### config.mk
export PLATFORM = sky130hd
export DESIGN_NAME = digit_serial_addsub
export DESIGN_NICKNAME = d
export VERILOG_FILES = /design/src/rtl/addsub_pkg.sv /design/src/rtl/addsub_digit.sv /design/src/rtl/digit_serial_addsub.sv
export SDC_FILE = /design/constraint.sdc
export NUM_CORES = 1
export LEC_CHECK = 0
export ABC_CLOCK_PERIOD_IN_PS = 3680
export BUFFER_PORTS_ARGS = -buffer_cell sky130_fd_sc_hd__buf_2
export CAP_MARGIN = 40
export CORE_UTILIZATION = 55
export CTS_CLUSTER_SIZE = 40
export DETAILED_ROUTE_END_ITERATION = 7
export GPL_TIMING_DRIVEN = 0
export HOLD_SLACK_MARGIN = 0.05
export PLACE_DENSITY = 0.85
export SYNTH_ARGS = -nofsm -noshare
export SYNTH_HDL_FRONTEND = slang
export SYNTH_SLANG_ARGS = --single-unit
### constraint.sdc
create_clock -name clk -period 3.68 [get_ports clk]
set_input_delay 0 -clock clk [delete_from_list [all_inputs] [get_ports clk]]
set_output_delay 0 -clock clk [all_outputs]
set_load 0.005 [all_outputs]
### src/rtl/addsub_pkg.sv
// Shared types and constants for the digit-serial adder/subtractor.
// No logic; no latency; no flow control.
// Backpressure: not applicable.
package addsub_pkg;

    typedef enum logic {
        IDLE = 1'b0,
        RUN  = 1'b1
    } state_t;

    localparam logic MODE_ADD = 1'b0;
    localparam logic MODE_SUB = 1'b1;

endpackage

### src/rtl/addsub_digit.sv
// Combinational D-bit add/subtract slice with ripple chain (carry or borrow).
// Latency: zero cycles, purely combinational.
// Backpressure: none; output follows inputs.
module addsub_digit
    import addsub_pkg::*;
#(
    parameter int D = 4
) (
    input  logic [D-1:0] a,
    input  logic [D-1:0] b,
    input  logic         cin,
    input  logic         mode,
    output logic [D-1:0] s,
    output logic         cout
);

    logic [D:0] c;

    always_comb begin
        c    = '0;
        s    = '0;
        c[0] = cin;
        for (int i = 0; i < D; i++) begin
            s[i] = a[i] ^ b[i] ^ c[i];
            // Subtract chain propagates borrow: same formula with a inverted.
            if (mode == MODE_ADD) begin
                c[i+1] = (a[i] & b[i]) | ((a[i] ^ b[i]) & c[i]);
            end else begin
                c[i+1] = (~a[i] & b[i]) | (~(a[i] ^ b[i]) & c[i]);
            end
        end
    end

    assign cout = c[D];

endmodule

### src/rtl/digit_serial_addsub.sv
// Multi-cycle N-bit add/subtract, D bits per clock, start/busy/done handshake.
// Latency: K = N/D cycles from accept to done; one operation per K cycles.
// Backpressure: start is ignored while busy; no output stall, results are held.
module digit_serial_addsub
    import addsub_pkg::*;
#(
    parameter int N = 16,
    parameter int D = 4
) (
    input  logic         clk,
    input  logic         rst,
    input  logic         start,
    input  logic         mode,
    input  logic [N-1:0] a,
    input  logic [N-1:0] b,
    input  logic         cin,
    output logic         busy,
    output logic         done,
    output logic [N-1:0] y,
    output logic         cout,
    output logic         ovf,
    output logic         zero
);

    localparam int K  = N / D;
    localparam int CW = (K > 1) ? $clog2(K) : 1;

    generate
        if ((N % D) != 0) begin : g_bad_ratio
            $error("digit_serial_addsub: N must be a multiple of D");
        end
    endgenerate

    state_t         state_q, state_d;
    logic [CW-1:0]  cnt_q;
    logic [N-1:0]   a_sh, b_sh, res_sh, res_next;
    logic           chain_q, mode_q, a_msb, b_msb;
    logic [D-1:0]   dig_s;
    logic           dig_c;
    logic           accept, last;

    addsub_digit #(.D(D)) u_digit (
        .a    (a_sh[D-1:0]),
        .b    (b_sh[D-1:0]),
        .cin  (chain_q),
        .mode (mode_q),
        .s    (dig_s),
        .cout (dig_c)
    );

    // Digits enter from the MSB side so after K shifts the result is aligned.
    generate
        if (K > 1) begin : g_multi
            assign res_next = {dig_s, res_sh[N-1:D]};
        end else begin : g_single
            assign res_next = dig_s;
        end
    endgenerate

    assign accept = (state_q == IDLE) && start;
    assign last   = (state_q == RUN) && (cnt_q == CW'(K - 1));
    assign busy   = (state_q == RUN);

    always_ff @(posedge clk or posedge rst) begin
        if (rst) begin
            state_q <= IDLE;
        end else begin
            state_q <= state_d;
        end
    end

    always_comb begin
        state_d = state_q;
        case (state_q)
            IDLE:    if (start) state_d = RUN;
            RUN:     if (last)  state_d = IDLE;
            default: state_d = IDLE;
        endcase
    end

    always_ff @(posedge clk or posedge rst) begin
        if (rst) begin
            cnt_q   <= '0;
            a_sh    <= '0;
            b_sh    <= '0;
            res_sh  <= '0;
            chain_q <= 1'b0;
            mode_q  <= MODE_ADD;
            a_msb   <= 1'b0;
            b_msb   <= 1'b0;
            done    <= 1'b0;
            y       <= '0;
            cout    <= 1'b0;
            ovf     <= 1'b0;
            zero    <= 1'b0;
        end else begin
            done <= 1'b0;
            if (accept) begin
                a_sh    <= a;
                b_sh    <= b;
                mode_q  <= mode;
                chain_q <= cin;
                a_msb   <= a[N-1];
                b_msb   <= b[N-1];
                cnt_q   <= '0;
            end else if (state_q == RUN) begin
                a_sh    <= a_sh >> D;
                b_sh    <= b_sh >> D;
                res_sh  <= res_next;
                chain_q <= dig_c;
                cnt_q   <= cnt_q + 1'b1;
                if (last) begin
                    y    <= res_next;
                    cout <= dig_c;
                    zero <= (res_next == '0);
                    // Sign bits were captured at accept; the shifters have lost them.
                    if (mode_q == MODE_ADD) begin
                        ovf <= (a_msb == b_msb) && (dig_s[D-1] != a_msb);
                    end else begin
                        ovf <= (a_msb != b_msb) && (dig_s[D-1] != a_msb);
                    end
                    done <= 1'b1;
                end
            end
        end
    end

endmodule

==> results.cfg, run 1 <==
[synth]
ys_ff_latch = 71
yosysUniqueCellTypes = 24
yosysTopAreaCell = dfrtp_1
postSynthCellCount = 254
synth_area_sq_um = 3264
synth_top_area_share_pct = 54.43
syn-num-nets = 300
yosysSeqAreaShare_pct = 54.43
synth_warnings = 0
synth_area_leaders = dfrtp_1, mux2i_1, mux2_2
async_flop_share_pct = 100.0
synthFlopType = dfrtp_1
synth_edf_count = 0
avgSynthCellArea_sq_um = 12.85

[job]
maxCapViolations = 0

[floorplan]
die_h_um = 79.04
die-width_um = 79.04
die_area_sq_um = 6247
core.rowCount = 27
pin_count = 58
start_util_pct = 58.21
coreArea_sq_um = 5608

[drt]
wire_per_inst_um = 17.56
drtAntennaViolNets = 0
vias = 2355
routed_wl_um = 7638
vias_per_cell = 5.414
drc = 0
drt_first_pass_iters = 4
drt-initial-drc-count = 160

[clock_network]
cts_tree = yes
cts.path.max_buffers = 2
clkTransAtPathRegs_ns = 0.08
clock_latency_ns = 0.35
clkSinkCount = 71
htreeDepth = 3
numCtsBuffers = 9
clockRootBuffer = clkbuf_8

[worst_setup_path]
crit_slowest_cell = fa_1
cp-start-kind = flip-flop
arrival_ns = 3.74
end_kind = flip-flop
crit_required_ns = 3.94
path_max_fanout = 5
cp_cell_sequence = inv_1 -> fa_1 -> mux2i_1 -> fa_1 -> mux2_2 -> fa_1 -> mux2i_2 -> fa_1 -> nor4b_2 -> nand4_1 -> o21ai_0
r2r_slack_ns = 0.20
rr_worst_depth = 11
cpMostUsedCell = fa_1
reg2reg_to = zero$_DFFE_PP0P_
max_stage_delay_ns = 0.55
worst-setup-path-type = flip-flop to flip-flop
rr_startpoint = a_sh[0]$_DFFE_PP0P_

[finish]
fin_nets = 404
drive_gt1_share_pct = 33.70
syn_to_final_growth_pct = 29.17
fill_cells = 356

[place]
place.gp.congestion = 0.7589
port_buffers = 56
dp_hpwl_um = 4616

[timing]
fmax_mhz = 287.1
period_share_pct = 94.64
slew_headroom_pct = 69.30
worst_pin_slew_ns = 0.4604
slew_viol_final = 0
fin_crit_ns = 3.483
setup_violations = 0
rsz0062_at_grt = false
finalClockSkew_ns = 0.01051
finalSetupTns_ns = 0
hold_viol = 0

[grt]
grt_pass1_wl_um = 12300
grt_max_degree = 37
overflow = 0
grt_usage_pct = 27.14
antenna_found_initial = 1
grt_pass1_vias = 2464

[pwr]
power.density_nw_per_um2 = 801.5
finalPower_mw = 3.379
p_leak_nw = 2.095
peakVddDrop_mv = 0.4192

[worst_hold_path]
hp-class = input pin to asynchronous set/reset pin

[status]
outcome = completed
final cells by class:
type                    count  area, sq um  area share, %
inverters                  11        43.79          1.039
flip-flops and latches     71         1777          42.14
multi-input cells         157         1334          31.63
well taps                  72        90.09          2.137
clock buffers               9        123.9          2.938
plain buffers              15        122.6          2.908
repair buffers             93        660.6          15.67
diodes                      1        2.502        0.05935
clock inverters             6        62.56          1.484
state kept, by name (all words and copies together), names as in the netlist:
| signal | count |
|---|---|
| a_msb | 1 |
| res_sh | 12 |
| b_msb | 1 |
| a_sh | 16 |
| cout | 1 |
| chain_q | 1 |
| mode_q | 1 |
| b_sh | 16 |
| busy | 1 |
| zero | 1 |
| done | 1 |
| cnt_q | 2 |
| ovf | 1 |
| y | 16 |
how the worst max path moves through the flow:
stage / endpoint / depth (start not counted) / from / slack [ns]
detailed placement: zero$_DFFE_PP0P_ / 11 / b_sh[0]$_DFFE_PP0P_ / 0.17
finish: zero$_DFFE_PP0P_ / 11 / a_sh[0]$_DFFE_PP0P_ / 0.20
floorplan: zero$_DFFE_PP0P_ / 11 / b_sh[0]$_DFFE_PP0P_ / 0.61
CTS: zero$_DFFE_PP0P_ / 11 / a_sh[0]$_DFFE_PP0P_ / 0.11
global placement: zero$_DFFE_PP0P_ / 11 / b_sh[0]$_DFFE_PP0P_ / 0.37
global route: zero$_DFFE_PP0P_ / 11 / a_sh[0]$_DFFE_PP0P_ / 0.03
worst max-delay path: cells and delay by family (launching register included):
kind                       cells  cell delay [ns]
AOI/OAI and AO/OA              1             0.19
DFF                            1             0.43
muxes                          3             0.67
buffers and inverters          1             0.11
adders and majority gates      4             1.52
and+or+nand+nor                2             0.47
cell families after synthesis:
group	count (synthesis)	synth area share [%]
fa+ha+maj	9	5.289
compound gates	31	4.945
buf+inv	26	5.021
mux	69	23.61
simple gates	47	6.439
flops	71	54.43
xor+xnor	1	0.2684
power breakdown:
group | switching (mW) | internal [mW] | total (mW)
Sequential | 0.250 | 1.12 | 1.37
Clock | 0.295 | 0.308 | 0.603
Combinational | 0.685 | 0.721 | 1.41
metal layers:
layer / global-route usage, % / share of wire [%] / wire length (um) / vias up
met5: 0 / 0 / 0 / -
met4: 16.00 / 4.3 / 326 / 0
met3: 7.586 / 6.0 / 457 / 25
met2: 44.83 / 51 / 3902 / 105
met1: 31.48 / 39 / 2952 / 1156
li1: - / - / - / 1069
repair_timing:
action | in CTS | in global routing
hold endpoints to repair | 71 | 0
buffers inserted | 0 | 0
gates resized for setup | 0 | 2
hold buffers | 36 | 0
endpoints found under the setup margin | 0 | 1
cell usage after synthesis, types with 2 or more instances:
library cell and count:
dfrtp_1 71, mux2i_1 38, nand2_1 29, o21ai_0 29
mux2_2 20, inv_1 11, mux2_4 11, nor2_1 9
fa_1 8, buf_2 6, buf_6 6, nor4_1 3
nor2b_1 2
per-stage QoR:
stage,area (sq um),std cells,hold WS [ns],util (%),setup WS [ns]
global placement,3635,382,0.2449,64.81,0.3690
CTS,4204,434,0.2336,74.97,0.1051
floorplan,3264,254,0.1516,-,0.6080
global route,4217,435,0.2771,75.19,0.03427
detailed placement,3657,383,0.05193,65.22,0.1703
finish,4217,435,0.2242,75.19,0.1974
layout by cell type (no fill, tap or decap):
cell | synthesis | routed
mux2i_2 | 0 | 1
xnor2_1 | 1 | 1
nor4_1 | 3 | 3
dlygate4sd3_1 | 0 | 36
buf_2 | 6 | 62
clkbuf_8 | 1 | 10
clkinv_4 | 0 | 2
mux2i_1 | 38 | 37
inv_4 | 0 | 1
nor2b_1 | 2 | 2
a21o_1 | 1 | 1
clkbuf_1 | 1 | 1
dfrtp_1 | 71 | 71
bufinv_16 | 0 | 1
nand4_1 | 1 | 1
nor4b_2 | 0 | 1
clkinv_2 | 0 | 3
buf_6 | 6 | 6
diode_2 | 0 | 1
nand2_4 | 1 | 1
a22o_1 | 1 | 1
nand2_1 | 29 | 29
nor2_1 | 9 | 9
mux2_4 | 11 | 11
buf_4 | 1 | 1
ha_1 | 1 | 1
fa_1 | 8 | 8
and2b_4 | 1 | 1
o21ai_0 | 29 | 29
buf_12 | 0 | 1
inv_1 | 11 | 10
mux2_2 | 20 | 20
Note: power is estimated with default switching activity, not from simulation.
==> run 2, diff against run 1 <==
--- a/config.mk
+++ b/config.mk
@@ -8,12 +8,13 @@
 export ABC_CLOCK_PERIOD_IN_PS = 3680
 export BUFFER_PORTS_ARGS = -buffer_cell sky130_fd_sc_hd__buf_2
 export CAP_MARGIN = 40
-export CORE_UTILIZATION = 55
+export CORE_UTILIZATION = 50
 export CTS_CLUSTER_SIZE = 40
 export DETAILED_ROUTE_END_ITERATION = 7
 export GPL_TIMING_DRIVEN = 0
 export HOLD_SLACK_MARGIN = 0.05
-export PLACE_DENSITY = 0.85
+export PLACE_DENSITY = 0.79
 export SYNTH_ARGS = -nofsm -noshare
 export SYNTH_HDL_FRONTEND = slang
 export SYNTH_SLANG_ARGS = --single-unit
+export TNS_END_PERCENT = 50
==> results.cfg, run 2 (synthesis results as in run 1) <==
[floorplan]
die-width_um = 82.80
pin_count = 58
die_h_um = 82.80
core.rowCount = 29
start_util_pct = 51.70
die_area_sq_um = 6856
coreArea_sq_um = 6314

[finish]
final_cells = 439
syn_to_final_growth_pct = 30.28
final_cell_mix = dfrtp_1, buf_2, mux2i_1
final_common_cell = dfrtp_1
drive_gt1_share_pct = 33.43
design_area_sq_um = 4253
fin_nets = 403
reg_top3 = a_sh: 16 flops, b_sh: 16 flops, y: 16 flops
postLayoutCoreUtil_pct = 67.36
diodes = 0

[timing]
slew_headroom_pct = 74.53
layout_setup_ws_ns = 0.2613
rsz0062_at_grt = false
fin_crit_ns = 3.419
finalClockSkew_ns = 0.007515
period_share_pct = 92.90
slew_viol_final = 0
fmax_mhz = 292.5
setup_violations = 0
hold_viol = 0
worst_pin_slew_ns = 0.3820
holdWs_ns = 0.05352
finalSetupTns_ns = 0

[place]
port_buffers = 56
dp_hpwl_um = 4596
place.gp.congestion = 0.7396
dp_cells = 388
place_area_sq_um = 3664
pre_cts_slack_ns = 0.2649

[worst_setup_path]
end_kind = flip-flop
cpMostUsedCell = fa_1
worst-setup-path-type = flip-flop to flip-flop
reg2reg_to = zero$_DFFE_PP0P_
critical_path.top_delay_family = adder cells
rr_worst_depth = 11
cp_cell_sequence = inv_1 -> fa_1 -> mux2i_1 -> fa_1 -> mux2_2 -> fa_1 -> mux2i_1 -> fa_2 -> nor4b_1 -> nand4_1 -> o21ai_0
path_max_fanout = 5
max_stage_delay_ns = 0.56
crit_slowest_cell = fa_2
rr_startpoint = a_sh[0]$_DFFE_PP0P_
path_buf_inv = 1
r2r_slack_ns = 0.26
arrival_ns = 3.69
crit_required_ns = 3.95
cp-start-kind = flip-flop

[drt]
vias = 2265
drtAntennaViolNets = 0
drt-initial-drc-count = 83
wire_per_inst_um = 15.63
drc = 0
routed_wl_um = 6861
vias_per_cell = 5.159
drt_first_pass_iters = 6

[status]
outcome = completed

[grt]
grt_pass1_wl_um = 11680
grt_usage_pct = 22.05
top_usage_layer = met2
use_met1_pct = 26.67
gr-usage-met3_pct = 3.976
overflow = 0
antenna_found_initial = 0
grt_max_degree = 43
grt_pass1_vias = 2466
use_met2_pct = 37.70

[job]
maxCapViolations = 0

[clock_network]
cts_tree = yes
post_cts_buffers = 0
clkTransAtPathRegs_ns = 0.08
cts.path.max_buffers = 2
numCtsBuffers = 9
clkSinkCount = 71
clockRootBuffer = clkbuf_8
htreeDepth = 3
clock_latency_ns = 0.35

[pwr]
finalPower_mw = 3.437
combPwrFrac_pct = 38.9
internal-power_mw = 2.278
p_leak_nw = 2.112
seqPwrFrac_pct = 39.5
power.density_nw_per_um2 = 808.1
clockPowerShare_pct = 21.6
p_sw_share_pct = 33.73
peakVddDrop_mv = 0.4502
p_switching_mw = 1.159

[worst_hold_path]
hp-class = input pin to flip-flop
min_from = start
holdPathStages = 3
hold_path_end = b_sh[2]$_DFFE_PP0P_
==> run 2: tightest hold or removal path: stages <==
cell and delay, ns:
buf_4 0.15, mux2i_1 0.09, o21ai_0 0.13
==> run 2: timing repair <==
action / 4_1_cts / 5_1_grt
resized for setup: 0 / 1
hold buffers: 35 / 0
hold endpoints to repair: 107 / 0
setup endpoints to repair: 0 / 1
==> run 2: worst max-delay path by stage <==
stage | start | endpoint | slack (ns) | cells past startpoint
floorplan | b_sh[0]$_DFFE_PP0P_ | zero$_DFFE_PP0P_ | 0.61 | 11
global placement | b_sh[0]$_DFFE_PP0P_ | zero$_DFFE_PP0P_ | 0.40 | 11
detailed placement | a_sh[0]$_DFFE_PP0P_ | zero$_DFFE_PP0P_ | 0.26 | 11
CTS | a_sh[0]$_DFFE_PP0P_ | zero$_DFFE_PP0P_ | 0.24 | 11
global route | a_sh[0]$_DFFE_PP0P_ | zero$_DFFE_PP0P_ | 0.01 | 11
finish | a_sh[0]$_DFFE_PP0P_ | zero$_DFFE_PP0P_ | 0.26 | 11
==> run 2: metal layers <==
metal  wire length, um  part of all wire, %  vias up
met3               212                  3.1       16
met4               164                  2.4        0
met5                 0                    0        -
met1              2995                   44     1121
li1                  -                    -     1068
met2              3488                   51       60
==> run 2: power groups by stage <==
stage               clock (mW)  combinational, mW  sequential, mW
global route             0.785               1.48            1.41
finish                   0.741               1.34            1.36
floorplan                    0              0.937            1.32
CTS                      0.756               1.34            1.36
global placement             0               1.24            1.35
detailed placement           0               1.31            1.37
==> run 2: cell type report <==
cell class,count,area [sq um]
buffer,15,122.6
clock buffer,10,127.6
clock inverter,6,108.9
fill,477,2061
inverter,11,43.79
multi-input combinational,157,1326
sequential,71,1777
tap,77,96.34
timing repair buffer,92,650.6
